[config.mk]
export PLATFORM = sky130hd
export DESIGN_NAME = hazard_unit_mc
export DESIGN_NICKNAME = d
export VERILOG_FILES = /design/src/rtl/hazard_unit_mc.sv
export SDC_FILE = /design/constraint.sdc
export NUM_CORES = 1
export LEC_CHECK = 0
export ABC_AREA = 1
export CORE_MARGIN = 8
export CORE_UTILIZATION = 36
export DETAILED_ROUTE_END_ITERATION = 7
export GPL_TIMING_DRIVEN = 0
export PLACE_DENSITY = 0.71
export SYNTH_ARGS = -nofsm -noshare
export SYNTH_HDL_FRONTEND = slang
export SYNTH_SLANG_ARGS = --single-unit
[constraint.sdc]
create_clock -name clk -period 4.1 [get_ports clk]
set_clock_uncertainty 0.2 [all_clocks]
set_input_delay 1.23 -clock clk [delete_from_list [all_inputs] [get_ports clk]]
set_output_delay 1.23 -clock clk [all_outputs]
set_load 0.02 [all_outputs]
[src/rtl/hazard_unit_mc.sv]
// Hazard controller for the five-stage RISC-V pipeline. It handles M/W forwarding,
// load-use/RAW stalls, branch flushes, a multi-cycle execute sequencer and a stall counter.
module hazard_unit_mc #(
    parameter int REG_W   = 5,
    parameter int FWD_EN  = 1,
    parameter int MUL_LAT = 3,
    parameter int CNT_W   = 16
) (
    input  logic             clk,
    input  logic             reset,
    input  logic [REG_W-1:0] rs1_d,
    input  logic [REG_W-1:0] rs2_d,
    input  logic [REG_W-1:0] rs1_e,
    input  logic [REG_W-1:0] rs2_e,
    input  logic [REG_W-1:0] rd_e,
    input  logic [REG_W-1:0] rd_m,
    input  logic [REG_W-1:0] rd_w,
    input  logic             reg_write_e,
    input  logic             reg_write_m,
    input  logic             reg_write_w,
    input  logic             load_e,
    input  logic             pc_src_e,
    input  logic             mul_start_e,
    input  logic             cnt_clr,
    output logic [1:0]       forward_ae,
    output logic [1:0]       forward_be,
    output logic             stall_f,
    output logic             stall_d,
    output logic             stall_e,
    output logic             flush_d,
    output logic             flush_e,
    output logic             flush_m,
    output logic             mul_busy,
    output logic             mul_done,
    output logic [CNT_W-1:0] stall_cnt
);

    // Wide enough to hold MUL_LAT-2, the first value loaded into the down-counter.
    localparam int SEQ_W = (MUL_LAT > 2) ? $clog2(MUL_LAT) : 1;

    typedef enum logic {IDLE, BUSY} state_t;

    state_t           state, state_nxt;
    logic [SEQ_W-1:0] cnt, cnt_nxt;
    logic             mul_stall;
    logic             src_hit_e, src_hit_m, data_stall;

    // x0 is hard-wired to zero, so it never creates a dependency.
    function automatic logic reg_hit(input logic [REG_W-1:0] a, input logic [REG_W-1:0] b);
        return (a != '0) && (a == b);
    endfunction

    // NOTE: every output of a combinational block gets a default first, so no path
    // leaves it unassigned and no latch is inferred.
    always_comb begin
        forward_ae = 2'b00;
        forward_be = 2'b00;
        if (FWD_EN != 0) begin
            if (reg_write_m && reg_hit(rs1_e, rd_m))      forward_ae = 2'b10;
            else if (reg_write_w && reg_hit(rs1_e, rd_w)) forward_ae = 2'b01;
            if (reg_write_m && reg_hit(rs2_e, rd_m))      forward_be = 2'b10;
            else if (reg_write_w && reg_hit(rs2_e, rd_w)) forward_be = 2'b01;
        end
    end

    assign src_hit_e = reg_write_e && (reg_hit(rs1_d, rd_e) || reg_hit(rs2_d, rd_e));
    assign src_hit_m = reg_write_m && (reg_hit(rs1_d, rd_m) || reg_hit(rs2_d, rd_m));
    // Without forwarding every pending E/M write stalls D; W is covered by the write-first regfile.
    assign data_stall = (FWD_EN != 0) ? (load_e && src_hit_e) : (src_hit_e || src_hit_m);

    always_comb begin
        state_nxt = state;
        cnt_nxt   = cnt;
        mul_stall = 1'b0;
        case (state)
            IDLE: begin
                if (mul_start_e && !pc_src_e) begin
                    mul_stall = 1'b1;
                    state_nxt = BUSY;
                    cnt_nxt   = SEQ_W'(MUL_LAT - 2);
                end
            end
            BUSY: begin
                if (cnt != '0) begin
                    mul_stall = 1'b1;
                    cnt_nxt   = cnt - SEQ_W'(1);
                end else begin
                    state_nxt = IDLE;
                end
            end
            default: state_nxt = IDLE;
        endcase
    end

    always_comb begin
        stall_f  = 1'b0;
        stall_d  = 1'b0;
        stall_e  = 1'b0;
        flush_d  = 1'b0;
        flush_e  = 1'b0;
        flush_m  = 1'b0;
        mul_busy = 1'b0;
        mul_done = 1'b0;
        if (reset) begin
            stall_f  = !pc_src_e && (data_stall || mul_stall);
            stall_d  = !pc_src_e && (data_stall || mul_stall);
            stall_e  = mul_stall;
            flush_m  = mul_stall;
            flush_d  = pc_src_e;
            // While E is held by the sequencer a load-use bubble would destroy the op in E.
            flush_e  = pc_src_e || (data_stall && !mul_stall);
            mul_busy = (state == BUSY);
            mul_done = (state == BUSY) && (cnt == '0);
        end
    end

    // NOTE: sequential state is updated with non-blocking assignments so every
    // register samples the pre-edge values, regardless of block ordering.
    always_ff @(posedge clk or negedge reset) begin
        if (!reset) begin
            state <= IDLE;
            cnt   <= '0;
        end else begin
            state <= state_nxt;
            cnt   <= cnt_nxt;
        end
    end

    always_ff @(posedge clk or negedge reset) begin
        if (!reset) begin
            stall_cnt <= '0;
        end else if (cnt_clr) begin
            stall_cnt <= '0;
        end else if (stall_d && !(&stall_cnt)) begin
            stall_cnt <= stall_cnt + CNT_W'(1);
        end
    end

endmodule

* After elaboration in Yosys (flattened, before gate mapping)
Cells that the tools add are included.
** Operators by class
- $add $sub $neg :: 2
- Eq/ne operators :: 8
- Muxes and demuxes :: 18
- Bitwise logic cells :: 1
- Reductions and logical operators :: 32
** Operators by type and width (number)
- $mux W16 :: 2
- $eq A5 B5 Y1 :: 6
- $reduce_bool A5 Y1 :: 4
- $logic_and A1 B1 Y1 :: 17
- $add A16 B1 Y16 const B :: 1
- $reduce_and A16 Y1 :: 1
- $mux W1 :: 10
- $mux W2 :: 4
- $pmux W2 S2 :: 1
- $reduce_bool A2 Y1 :: 2
- $logic_not A1 Y1 :: 3
- $logic_or A1 B1 Y1 :: 3
- $logic_not A2 Y1 :: 1
- $ne A2 B1 Y1 const B :: 1
- $ne A2 B2 Y1 const B :: 1
- $pmux W1 S2 :: 1
- $reduce_and A2 Y1 :: 1
- $sub A2 B1 Y2 const B :: 1
- $not A1 Y1 :: 1
** Storage, ports and cells
- Register bits :: 19
- Input port bits :: 44
- Logic and storage cells :: 64

* Depth between registers and ports, before layout
- Word-level depth :: 11
- Mapped depth :: 13

* Worst setup path before layout
No wires, ideal clock.
- Kind :: input to output
- Start point :: input port rs2_e[3]
- End point :: output port forward_be[0]
- Arrival time :: 2.503 ns
- Required time :: 2.670 ns
- Setup slack :: 0.167 ns
- Cell stages on the path :: 6
- Path buffers :: 0
- Cell sequence :: inv_1 -> o22ai_1 -> nor2_1 -> nand4_1 -> nor4_1 -> nor2_1
** Between the ends
- Longest elaborated chain between the ends :: 5
** Ends and longest elaborated chain
- start, declared :: RTL line 14 : input logic [REG_W-1:0] rs2_e,
- $eq A5 B5 Y1 / $reduce_bool A5 Y1 (equally long branches) :: RTL line 50 : return (a != '0) && (a == b);
- $logic_and A1 B1 Y1 :: RTL line 50
- $logic_and A1 B1 Y1 :: RTL line 62 : else if (reg_write_w && reg_hit(rs2_e, rd_w)) forward_be = 2'b01;
- $mux W1 :: RTL line 62
- $mux W2 * :: RTL line 61 : if (reg_write_m && reg_hit(rs2_e, rd_m)) forward_be = 2'b10;
- end, declared :: RTL line 26 : output logic [1:0] forward_be,
Every way passes the cells marked *; elsewhere a longest branch is shown, timed or not.

* Worst setup path in the final report
- Start point :: input port pc_src_e
- End point :: output port flush_e
** Between the ends
- Longest elaborated chain between the ends :: 8
** Ends and longest elaborated chain
- start, declared :: RTL line 22 : input logic pc_src_e,
- $logic_not A1 Y1 :: RTL line 77 : if (mul_start_e && !pc_src_e) begin
- $logic_and A1 B1 Y1 :: RTL line 77
- $mux W1 :: RTL line 77
- $pmux W1 S2 :: RTL line 75 : case (state)
- net mul_stall :: RTL line 45 : logic mul_stall;
- $logic_not A1 Y1 :: RTL line 111 : flush_e = pc_src_e || (data_stall && !mul_stall);
- $logic_and A1 B1 Y1 :: RTL line 111
- $logic_or A1 B1 Y1 :: RTL line 111
- $mux W1 :: RTL line 104 : if (reset) begin
- end, declared :: RTL line 31 : output logic flush_e,
The timed path passes the listed nets, and every way through them passes these cells.

==> results.yml <==
run_status:
  status: "complete, no violations"
cells_and_area:
  fin_nets: 415
  drive_gt1_share_pct: 9.24
  finalNonFillerCells: 435
  syn_to_final_growth_pct: 47.8
  diodes: 0
setup_path:
  slowest_delay_ps: 500
  cpMaxStageDelayCell: "clkdlybuf4s50_1"
  crit_path_end_kind: "output port"
  start_kind: "input pin"
  arrival_ps: 2620
  required_ps: 2670
  path_delay_family: "buffers and inverters"
  crit_top_cell: "inv_1"
  worst-setup-path-type: "in -> out"
  worstPathMaxFanout: 4
  path_buf_inv: 4
  path_cells: "clkdlybuf4s50_1, inv_1, a31oi_2, inv_1, o31ai_1, buf_2"
clocking:
  ctsHoldBuffers: 0
  cts_tree: "yes"
  clk_pin_slew_ps: 60
  h-tree-depth: 1
  cts_sinks: 19
  cts_root_buf: "clkbuf_8"
  cts_buffers: 3
  max-clock-path-buffers: 2
  cts_setup_buffers: 0
  clk_latency_ps: 260
route:
  routed_wl_um: 5130
  vias: 2016
  drc_errors: 0
  dr.pass1.iters: 4
  post_drt_wl_per_cell_um: 11.8
  via_per_inst: 4.63
  ant_nets: 0
  detail_route.iter0.violations: 102
power_and_ir_drop:
  p_leak_nw: 1.34
  ir_drop_uv: 174
  p_per_area_nw_per_um2: 239
grt:
  grt_start_max_net_pins: 23
  grt_usage_pct: 13.4
  grt_pass1_vias: 1870
  grt_pass1_wl_um: 8340
  grt_antenna_before_repair: 0
  overflow: 0
sta:
  finalSetupViolations: 0
  setup_tns_ps: 0
  relSlewSlack_pct: 68.7
  fin_crit_ps: 4050
  drv_slew: 0
  holdWs_ps: 299
  rsz0062_at_grt: "true"
  fmax_mhz: 247
  final-hold-violation-count: 0
  worstMarginPinSlew_ps: 469
  period_share_pct: 98.8
logic_synthesis:
  netlist_area_um2: 1790
  synth_seq_area_share_pct: 26.6
  avgSynthCellArea_um2: 6.09
  yosysWarningCount: 0
  synth_cells: 294
  synth-seq-cells: 19
  syn-num-nets: 340
  synth_cell_type_count: 30
floorplanning:
  rows: 25
  initial_utilization_pct: 37.6
  die_w_um: 86.5
  ioPinCount: 72
  die_y_um: 86.5
  fp.coreArea_um2: 4750
  die_area_um2: 7480
run:
  drv_cap: 0
placement:
  place_inst: 431
  hpwlAfterDp_um: 4290
  place.gp.congestion: 0.876
  io_buffer_count: 70
worst_hold_path:
  min_path_type: "reg -> reg"
-- registers in the layout, summed over array words and instances (netlist names) --
register and cells:
cnt 2, stall_cnt 16, state 1
-- cell usage after synthesis, drive strengths merged --
master,number,area (µm²)
a211oi,2,15.0
a21boi,1,7.51
a31oi,1,6.26
buf,5,38.8
clkbuf,2,7.51
clkinv,1,3.75
dfrtp,19,475
ha,2,25.0
inv,42,158
nand2,97,372
nand3,28,145
nand4,5,31.3
nor2,45,176
nor3,4,25.0
nor3b,1,7.51
nor4,6,37.5
o2111ai,1,8.76
o21ai,4,20.0
o22ai,5,31.3
o31ai,1,7.51
or2,1,6.26
xnor2,7,61.3
xor2,14,123
-- cells in the final DEF (no fill, tap or decap), drive strengths merged --
master         synthesis  layout
a211oi                 2       2
a21boi                 1       1
a31oi                  1       1
buf                    5      12
clkbuf                 2       6
clkdlybuf4s15          0       1
clkdlybuf4s50          0      47
clkinv                 1       1
dfrtp                 19      19
dlygate4sd2            0       7
dlymetal6s2s           0       8
ha                     2       2
inv                   42      42
nand2                 97      97
nand3                 28      28
nand4                  5       5
nor2                  45      45
nor3                   4       4
nor3b                  1       1
nor4                   6       6
o2111ai                1       1
o21ai                  4       4
o22ai                  5       5
o31ai                  1       1
or2                    1       1
xnor2                  7       7
xor2                  14      14
-- path summary, 6_finish.rpt --
path / from / cells after the start / slack [ps] / endpoint
setup / recovery: pc_src_e / 6 / 50 / flush_e
hold / removal: cnt[0] / 1 / 300 / cnt[0]
max in group asynchronous: reset / 1 / 2650 / stall_cnt[9]
hold reg to reg: cnt[0] / 1 / 300 / cnt[0]
setup reg to reg: stall_cnt[0] / 11 / 1950 / stall_cnt[11]
min in group asynchronous: reset / 1 / 720 / stall_cnt[6]
-- logic make-up (layout without fill, tap and decap cells) --
| logic type | after synthesis | in the layout | synth area share (%) |
|---|---|---|---|
| AND/OR/NAND/NOR | 187 | 187 | 44.8 |
| buffers and inverters | 50 | 124 | 11.6 |
| XOR/XNOR | 21 | 21 | 10.3 |
| flip-flops | 19 | 19 | 26.6 |
| AO/OA/AOI/OAI | 15 | 15 | 5.39 |
| adder cells (fa/ha/maj) | 2 | 2 | 1.40 |
-- area by class of cell --
| class | instances | area, µm² |
|---|---|---|
| fillers | 467 | 2110 |
| multi-input cells | 225 | 1140 |
| repair buffers | 70 | 689 |
| flip-flops and latches | 19 | 475 |
| inverters | 43 | 161 |
| well taps | 67 | 83.8 |
| plain buffers | 7 | 46.3 |
| clock buffers | 4 | 45.0 |
-- per-stage QoR --
step	util, %	worst slack [ps]	area [µm²]	total power, mW
global route	55.6	-18.5	2650	0.683
CTS	55.1	-41.8	2620	0.637
finish	55.6	47.8	2650	0.633
detailed placement	54.1	-872	2570	0.510
global placement	54.1	-863	2570	0.504
floorplan	-	167	1790	0.381
-- metal layers --
metal	part of all wire [%]	up-vias	GRT usage, %
li1	-	1075	-
met1	43	880	15.6
met2	49	57	23.5
met3	6.9	4	4.06
met4	0.94	0	2.82
met5	0	-	0
-- where the power goes --
part	total, mW	internal (mW)	switching, mW
Sequential	0.226	0.208	0.0177
Clock	0.128	0.0690	0.0594
Combinational	0.278	0.125	0.153
Total	0.633	0.402	0.230
-- repair_timing --
item                       4_1_cts  5_1_grt
pin swaps                        2        5
setup endpoints to repair       12        6
resized for setup               47       16
Power figures use the tool's default switching activity.
